===== config.mk =====
export PLATFORM = sky130hd
export DESIGN_NAME = nibble_serializer_flat
export DESIGN_NICKNAME = d
export VERILOG_FILES = /design/src/rtl/nibble_serializer_pkg.sv /design/src/rtl/nibble_serializer_if.sv /design/src/rtl/nibble_serializer_mux.sv /design/src/rtl/nibble_serializer.sv /design/src/flat_wrapper.sv
export SDC_FILE = /design/constraint.sdc
export NUM_CORES = 1
export LEC_CHECK = 0
export CAP_MARGIN = 5
export CORE_ASPECT_RATIO = 0.7
export CORE_UTILIZATION = 49
export CTS_CLUSTER_SIZE = 40
export DETAILED_ROUTE_END_ITERATION = 10
export PLACE_DENSITY_LB_ADDON = 0.25
export SYNTH_ARGS = -nofsm -noshare
export SYNTH_HDL_FRONTEND = slang
export SYNTH_SLANG_ARGS = --single-unit

===== constraint.sdc =====
create_clock -name clk -period 4.3 [get_ports clk]
set_input_delay 1.29 -clock clk [delete_from_list [all_inputs] [get_ports clk]]
set_output_delay 1.29 -clock clk [all_outputs]
set_load 0.02 [all_outputs]

===== src/rtl/nibble_serializer_pkg.sv =====
// rtl/nibble_serializer_pkg.sv - shared widths and FSM state encodings for the nibble serializer
package nibble_serializer_pkg;

  localparam int NIB_W         = 4;
  localparam int WORD_W        = 16;
  localparam int NIBS_PER_WORD = 4;

  typedef enum logic [0:0] {
    ST_IDLE = 1'b0,
    ST_SEND = 1'b1
  } state_t;

endpackage


===== src/rtl/nibble_serializer_if.sv =====
// rtl/nibble_serializer_if.sv - word-in / nibble-out handshake bundle
interface nibble_serializer_if;
  import nibble_serializer_pkg::*;

  logic              word_valid;
  logic [WORD_W-1:0] word_in;
  logic              word_ready;
  logic              nib_valid;
  logic [NIB_W-1:0]  nib_out;
  logic [1:0]        nib_idx;
  logic              nib_last;
  logic              nib_ready;

  // master supplies words and consumes nibbles; slave is the serializer
  modport master (
    output word_valid, word_in, nib_ready,
    input  word_ready, nib_valid, nib_out, nib_idx, nib_last
  );

  modport slave (
    input  word_valid, word_in, nib_ready,
    output word_ready, nib_valid, nib_out, nib_idx, nib_last
  );

endinterface


===== src/rtl/nibble_serializer_mux.sv =====
// rtl/nibble_serializer_mux.sv - combinational 4:1 nibble selector
module nibble_mux_4
  import nibble_serializer_pkg::*;
(
  input  logic [1:0]       sel,
  input  logic [NIB_W-1:0] in0,
  input  logic [NIB_W-1:0] in1,
  input  logic [NIB_W-1:0] in2,
  input  logic [NIB_W-1:0] in3,
  output logic [NIB_W-1:0] out
);

  always_comb begin
    out = in0;
    case (sel)
      2'd0:    out = in0;
      2'd1:    out = in1;
      2'd2:    out = in2;
      default: out = in3;
    endcase
  end

endmodule


===== src/rtl/nibble_serializer.sv =====
// rtl/nibble_serializer.sv - splits 16-bit words into four 4-bit nibbles with
// ready/valid handshakes on both sides and zero-bubble back-to-back loading
module nibble_serializer
  import nibble_serializer_pkg::*;
#(
  parameter bit MSB_FIRST = 1'b0
) (
  input  logic               clk,
  input  logic               rst_n,
  nibble_serializer_if.slave bus
);

  localparam logic [1:0] LAST_CNT = 2'(NIBS_PER_WORD - 1);

  state_t            state, state_next;
  logic [1:0]        count, count_next;
  logic [WORD_W-1:0] hold;
  logic              load;
  logic              at_last;
  logic              word_ready;
  logic              nib_valid;
  logic [1:0]        sel;
  logic [NIB_W-1:0]  mux_out;

  always_ff @(posedge clk or negedge rst_n) begin
    if (!rst_n) begin
      state <= ST_IDLE;
      count <= 2'd0;
      hold  <= '0;
    end else begin
      state <= state_next;
      count <= count_next;
      if (load) begin
        hold <= bus.word_in;
      end
    end
  end

  assign at_last = (state == ST_SEND) && (count == LAST_CNT);

  always_comb begin
    state_next = state;
    count_next = count;
    load       = 1'b0;
    word_ready = 1'b0;
    nib_valid  = 1'b0;
    case (state)
      ST_IDLE: begin
        word_ready = 1'b1;
        if (bus.word_valid) begin
          state_next = ST_SEND;
          count_next = 2'd0;
          load       = 1'b1;
        end
      end
      ST_SEND: begin
        nib_valid = 1'b1;
        // a new word is only accepted as the last nibble leaves, so no bubble
        if (at_last) begin
          word_ready = bus.nib_ready;
        end
        if (bus.nib_ready) begin
          if (!at_last) begin
            count_next = count + 2'd1;
          end else if (bus.word_valid) begin
            load       = 1'b1;
            count_next = 2'd0;
          end else begin
            state_next = ST_IDLE;
            count_next = 2'd0;
          end
        end
      end
      default: begin
        state_next = ST_IDLE;
        count_next = 2'd0;
      end
    endcase
  end

  assign sel = MSB_FIRST ? (LAST_CNT - count) : count;

  nibble_mux_4 u_mux (
    .sel (sel),
    .in0 (hold[3:0]),
    .in1 (hold[7:4]),
    .in2 (hold[11:8]),
    .in3 (hold[15:12]),
    .out (mux_out)
  );

  // outputs are forced to zero outside SEND so reset/idle values are clean
  assign bus.word_ready = word_ready;
  assign bus.nib_valid  = nib_valid;
  assign bus.nib_out    = nib_valid ? mux_out : '0;
  assign bus.nib_idx    = nib_valid ? sel : 2'd0;
  assign bus.nib_last   = at_last;

endmodule

===== src/flat_wrapper.sv =====
// flat-port wrapper written by rule: the top's interface ports become plain ports
module nibble_serializer_flat import nibble_serializer_pkg::*;
#(
  parameter bit MSB_FIRST = 1'b0
)
  (clk, rst_n, bus_word_valid, bus_word_in, bus_nib_ready, bus_word_ready, bus_nib_valid, bus_nib_out, bus_nib_idx, bus_nib_last);
  nibble_serializer_if bus_i ();
  input  logic clk;
  input  logic rst_n;
  input wire logic [$bits(bus_i.word_valid)-1:0] bus_word_valid;
  input wire logic [$bits(bus_i.word_in)-1:0] bus_word_in;
  input wire logic [$bits(bus_i.nib_ready)-1:0] bus_nib_ready;
  output wire logic [$bits(bus_i.word_ready)-1:0] bus_word_ready;
  output wire logic [$bits(bus_i.nib_valid)-1:0] bus_nib_valid;
  output wire logic [$bits(bus_i.nib_out)-1:0] bus_nib_out;
  output wire logic [$bits(bus_i.nib_idx)-1:0] bus_nib_idx;
  output wire logic [$bits(bus_i.nib_last)-1:0] bus_nib_last;
  assign bus_i.word_valid = bus_word_valid;
  assign bus_i.word_in = bus_word_in;
  assign bus_i.nib_ready = bus_nib_ready;
  assign bus_word_ready = bus_i.word_ready;
  assign bus_nib_valid = bus_i.nib_valid;
  assign bus_nib_out = bus_i.nib_out;
  assign bus_nib_idx = bus_i.nib_idx;
  assign bus_nib_last = bus_i.nib_last;
  nibble_serializer #(.MSB_FIRST(MSB_FIRST)) u_core (.clk(clk), .rst_n(rst_n), .bus(bus_i));
endmodule

==> results of run 1 <==
where the power goes:
part	switching [mW]	total [mW]	internal, mW
clock network	0.0513	0.0874	0.0361
registers	0.0660	0.332	0.266
logic	0.209	0.489	0.280
cells by family (layout without fill, tap and decap cells):
kind of cell	after synthesis	after routing	share of synthesized area
mux	17	17	0.234
compound gates	16	16	0.122
simple gates	7	7	0.0553
buf+inv	5	35	0.0360
flops	19	19	0.488
fa+ha+maj	5	5	0.0643
synth_stat cells:
master	count	area, um^2
dfrtp_1	19	475
mux2_4	10	150
mux2_2	6	67.6
ha_1	5	62.6
o21ai_0	5	25.0
a21oi_1	4	20.0
a222oi_1	4	40.0
and2_1	3	18.8
inv_1	3	11.3
a21bo_4	1	16.3
a32o_1	1	10.0
and2b_2	1	8.76
buf_12	1	20.0
clkbuf_1	1	3.75
mux2i_1	1	10.0
nand2_4	1	11.3
nor3b_1	1	7.51
o31ai_1	1	7.51
or2b_1	1	7.51
area by class of cell:
cell class,count,area (um^2),share of cell area
Sequential cell,19,475,0.370
Multi-Input combinational cell,45,463,0.361
Timing Repair Buffer,28,280,0.218
Tap cell,22,27.5,0.0214
Clock buffer,4,26.3,0.0205
Inverter,3,11.3,0.00877
path summary, 6_finish.rpt:
check                                     start              end  cells after the start
worst max-delay path              bus_nib_ready   bus_word_ready                      3
min in group asynchronous                 rst_n  u_core.hold[11]                      1
worst min register to register   u_core.hold[2]   u_core.hold[2]                      1
worst min-delay path             u_core.hold[2]   u_core.hold[2]                      1
worst max register to register  u_core.count[0]   u_core.hold[1]                      4
max in group asynchronous                 rst_n  u_core.count[1]                      1
registers in the layout (all words and copies together) (netlist names):
signal / flops
u_core.state: 1
u_core.count: 2
u_core.hold: 16
metrics by stage:
stage / instance area (um^2) / cells / worst slack, ps / hold WS, ps / total power, mW
after floorplan: 973 / 69 / 1490 / 476 / 0.640
after global placement: 1260 / 117 / 428 / 488 / 0.811
after detailed placement: 1260 / 117 / 390 / 500 / 0.827
after CTS: 1280 / 121 / 388 / 525 / 0.917
after global routing: 1280 / 121 / 347 / 533 / 0.967
final: 1280 / 121 / 391 / 518 / 0.908
layer usage:
metal | routed length [um] | track usage | up-vias
met3 | 130 | 0.0693 | 2
met1 | 860 | 0.245 | 313
met5 | 0 | 0 | -
li1 | - | - | 315
met2 | 875 | 0.349 | 26
met4 | 9 | 0.0563 | 0
worst max-delay path: stages:
cell	delay [ps]
clkdlybuf4s50_1	550
a21bo_4	170
clkdlybuf4s50_1	600
==> key figures, run 1 <==
Status
  • Outcome: completed

Clock tree
  • Number of post-CTS setup repair buffers: 0
  • Worst-skew pair later-pin latency: a little under 300 ps
  • Worst-case clock buffer depth: 2
  • Clock tree from TritonCTS: done
  • Clock root buffer: clkbuf_4
  • Number of buffers created by CTS: 3
  • # hold bufs at CTS: 0
  • CTS sink cnt: 19
  • Clock-pin slew of the registers on the worst-case setup and hold paths: 100 ps
  • Number of instances resized during post-cts repair: 0
  • H-tree levels: 1

STA
  • Fmax: 0.256 GHz
  • Max_slew headroom: 0.430
  • Slew at the pin closest to its max-slew limit: 852 ps
  • Unrepaired setup endpoints after global routing: no
  • Fin crit share: 0.909
  • Final Skew: between 2 and 2.5 ps
  • Total Negative Setup Slacks: 0 ps
  • Final Hold Violating Endpoints: 0
  • Final setup violation count: 0
  • Final max-slew violation count: 0
  • Crit path time final: 3910 ps

Setup path
  • CP arrival: 2620 ps
  • Required time of the critical path: 3010 ps
  • Highest fanout seen on the critical path: 5
  • Worst setup slack for register-to-register paths: between 2000 and 3000 ps
  • Launching element type of the critical path: primary input
  • Category of the most critical setup path: in2out
  • Kind of end point of the critical path: output port

Layout
  • Fin nets: approximately 130
  • Commonest cells after routing, fill and taps aside: clkdlybuf4s50_1, dfrtp_1, mux2_4, mux2_2
  • Leading cell type in the layout, fill and taps excluded: clkdlybuf4s50_1
  • Filler Cell Count: 145
  • Antenna diode count: 0
  • Share of cells above drive strength 1: 0.222
  • Final Util: 0.692
  • Growth of design area from synthesis to finish: 31.9%

Yosys
  • Gate Count Post-Synth: 69
  • Number of library cell types mapped by synthesis: 19
  • Syn Area/Cell: 14.1 um^2
  • Synthesized net count: 94
  • Total of flip-flops plus latches after synthesis: 19
  • Mapped Area: 973 um^2
  • Sequential share of the synthesized area: 0.488
  • Yosys Warn Count: 0

Floorplan
  • Overall die height: 39.3 um
  • Die span in x: 55.3 um
  • Total number of placement rows: 13
  • Die outline area: 0.00217 mm^2
  • Core area: 0.00185 mm^2
  • Count of boundary I/O pins: 29
  • Initial core utilization: 0.525

Place
  • Half-perimeter wire length after placement: 1.42 mm
  • Port Buffer Count: 28
  • Placer Congestion: 0.692

GRT
  • Maximum number of pins on one net before global-route repair: 20
  • Grt ovf: 0
  • Antenna violations before repair: 0
  • First-pass GRT wire length: 3.17 mm
  • Overall global routing resource usage: 0.201
  • Number of global-route vias before repair: 691

Routing
  • DR DRC count: 0
  • Starting DRT DRC Count: 39
  • Per-cell via count in the routed design: 5.42
  • Drt total wl: 1.88 mm
  • Vias after detailed routing: approximately 660
  • Routed Antenna Nets: 0
  • Iteration count of the initial detailed-routing pass: 4
  • Post-detailed-route wirelength per cell: 15.5 um

Job
  • Max-cap check violation count: 0

Power
  • PD cells: roughly 710 mW/mm^2
  • Leakage Power: 0.591 nW
  • Highest ir drop seen on vdd: ~0.48 mV

Min path
  • Hold Path Class: reg2reg
Power figures use the tool's default switching activity.
==> inputs of run 2 (changes only) <==
--- a/config.mk
+++ b/config.mk
@@ -7,7 +7,7 @@
 export LEC_CHECK = 0
 export CAP_MARGIN = 5
 export CORE_ASPECT_RATIO = 0.7
-export CORE_UTILIZATION = 49
+export CORE_UTILIZATION = 41
 export CTS_CLUSTER_SIZE = 40
 export DETAILED_ROUTE_END_ITERATION = 10
 export PLACE_DENSITY_LB_ADDON = 0.25
==> constraint.sdc (replaced) <==
create_clock -name clk -period 3.4 [get_ports clk]
set_input_delay 1.02 -clock clk [delete_from_list [all_inputs] [get_ports clk]]
set_output_delay 1.02 -clock clk [all_outputs]
set_load 0.02 [all_outputs]
==> run 2 against run 1 <==
Against the previous run: clock skew up 3.4 ps; flip-flop and latch count unchanged; worst hold slack gained 6.9 ps; final area up 1.6%; sequential share of layout area decreased by 0.57 points; register-to-register slack worse by 880 ps; sequential power is 26% higher; worst setup slack got worse by 280 ps; wire length up 0.43%; critical path type unchanged; largest cell class unchanged; largest power group unchanged.
==> key figures, run 2 (synthesis gave the netlist of run 1 again) <==
Floorplan
  • Die outline area: 0.00258 mm^2 (+19%)
  • Overall die height: 42.8 um (+8.8%)
  • Count of boundary I/O pins: 29 (unchanged)
  • Initial core utilization: 0.445 (-0.0804)
  • Core area: 0.00219 mm^2 (+18%)
  • Total number of placement rows: 14 (+1)
  • Die span in x: 60.2 um (+9.0%)

Setup path
  • Required time of the critical path: 2380 ps (-630 ps)
  • Launching element type of the critical path: primary input
  • CP arrival: 2270 ps (-350 ps)
  • Kind of end point of the critical path: output port
  • Highest fanout seen on the critical path: 3 (-2)
  • Category of the most critical setup path: in2out

Clock tree
  • H-tree levels: 1 (unchanged)
  • CTS sink cnt: 19 (unchanged)
  • Number of post-CTS setup repair buffers: 0 (unchanged)
  • Number of instances resized during post-cts repair: 0 (unchanged)
  • Worst-skew pair later-pin latency: 300 ps (about the same)
  • Clock root buffer: clkbuf_4
  • # hold bufs at CTS: 0 (unchanged)
  • Clock tree from TritonCTS: done
  • Worst-case clock buffer depth: 2 (unchanged)
  • Clock-pin slew of the registers on the worst-case setup and hold paths: 110 ps (about the same)
  • Number of buffers created by CTS: 3 (unchanged)

Layout
  • Leading cell type in the layout, fill and taps excluded: clkdlybuf4s50_1
  • Number of non-filler instances in the completed layout: 132 (+9.1%)
  • Max FFs per register: 16 (unchanged)
  • Share of cells above drive strength 1: 0.230 (+0.00778)
  • Growth of design area from synthesis to finish: 33.9%
  • Fin nets: 126 (+0.80%)
  • Antenna diode count: 0 (unchanged)
  • Largest register by flop count: u_core.hold
  • Top flop regs: u_core.hold x16, u_core.count x2, u_core.state x1
  • Commonest cells after routing, fill and taps aside: clkdlybuf4s50_1, dfrtp_1, mux2_4, mux2_2

Routing
  • Post-detailed-route wirelength per cell: 14.3 um (-7.9%)
  • Iteration count of the initial detailed-routing pass: 4 (unchanged)
  • DR DRC count: 0 (unchanged)
  • Routed Antenna Nets: 0 (unchanged)
  • Per-cell via count in the routed design: 5.07 (-6.5%)
  • Drt total wl: 1.88 mm (+0.43%)
  • Starting DRT DRC Count: 51 (+31%)
  • Vias after detailed routing: 669 (+2.0%)

Place
  • Instance count after placement with tap cells included: 128 (+9.4%)
  • Port Buffer Count: 28 (unchanged)
  • Placer Congestion: 0.716 (+3.5%)
  • Half-perimeter wire length after placement: 1.40 mm (-1.7%)

STA
  • Final Skew: 5.51 ps (+3.42 ps)
  • Final max-slew violation count: 0 (unchanged)
  • Fmax: 0.304 GHz
  • Crit path time final: 3290 ps
  • Max_slew headroom: 0.437 (+0.00705)
  • Slew at the pin closest to its max-slew limit: 842 ps (-10.5 ps)
  • Final Hold Violating Endpoints: 0 (unchanged)
  • Fin crit share: 0.968
  • Total Negative Setup Slacks: 0 ps (unchanged)
  • Unrepaired setup endpoints after global routing: no
  • Final setup violation count: 0 (unchanged)

Power
  • Highest ir drop seen on vdd: 0.418 mV (-13%)
  • PD cells: 884 mW/mm^2 (+25%)
  • Switching Fraction: 0.361 (+0.00143)
  • Leakage Power: 0.596 nW (+0.81%)
  • Int Pwr: 0.736 mW (+27%)
  • Net Switching: 0.416 mW (+27%)
  • Sequential cell fraction of total power: 0.363 (-0.002)
  • Portion of total power attributed to combinational logic: 0.537 (-0.002)
  • Relative contribution of the clock network to total power: 0.100 (+0.004)

Min path
  • Hold Path Class: reg2reg

GRT
  • Grt ovf: 0 (unchanged)
  • Antenna violations before repair: 0 (unchanged)
  • Number of global-route vias before repair: 661 (-4.3%)
  • Overall global routing resource usage: 0.176 (-0.0257)
  • Maximum number of pins on one net before global-route repair: 20 (unchanged)
  • First-pass GRT wire length: 3.20 mm (+0.85%)

Status
  • Outcome: completed

Job
  • Max-cap check violation count: 0 (unchanged)
==> run 2: cell types whose count changed in the layout (fill, tap and decap cells not counted) <==
cell   before  now
buf_4       0    1
==> run 2: worst max-delay path, cell delays in order <==
cell,delay [ps]
clkdlybuf4s50_1,490
a21bo_4,150
clkdlybuf4s50_1,600
==> run 2: final timing paths <==
| path | slack (ps) | cells past startpoint | from | end |
|---|---|---|---|---|
| max | 110 | 3 | bus_nib_ready | bus_word_ready |
| min | 530 | 1 | u_core.hold[7] | u_core.hold[7] |
| max reg2reg | 1710 | 4 | u_core.count[0] | u_core.hold[2] |
| min reg2reg | 530 | 1 | u_core.hold[7] | u_core.hold[7] |
| max in group asynchronous | 1680 | 1 | rst_n | u_core.count[1] |
| min in group asynchronous | 1190 | 1 | rst_n | u_core.hold[3] |
==> run 2: power groups by stage <==
stage                     clock [mW]  sequential (mW)  combinational (mW)
final                          0.115            0.419               0.619
after floorplan                    0            0.393               0.416
after global routing           0.130            0.434               0.667
after global placement             0            0.418               0.609
after detailed placement           0            0.425               0.621
after CTS                      0.118            0.419               0.624
==> run 2: layer usage <==
| layer | wire length, um | up-vias | GRT usage |
|---|---|---|---|
| met5 | 0 | - | 0 |
| met4 | 11 | 0 | 0.0419 |
| li1 | - | 316 | - |
| met2 | 844 | 27 | 0.262 |
| met3 | 158 | 2 | 0.0579 |
| met1 | 870 | 324 | 0.245 |
==> run 2: area by class of cell <==
cell class                 instances  area [um^2]
fill                             197          886
timing repair buffer              29          288
multi-input combinational         45          463
inverter                           3         11.3
clock buffer                       4         26.3
sequential                        19          475
tap                               32         40.0
==> run 2: per-stage QoR <==
step | setup WS [ps] | total power, mW | utilization | hold WS (ps) | area [um^2]
after floorplan | 1130 | 0.810 | - | 476 | 973
after global routing | 19.7 | 1.23 | 0.595 | 550 | 1300
after detailed placement | 99.8 | 1.05 | 0.583 | 503 | 1280
after CTS | 97.6 | 1.16 | 0.595 | 528 | 1300
after global placement | 124 | 1.03 | 0.583 | 488 | 1280
final | 109 | 1.15 | 0.595 | 525 | 1300
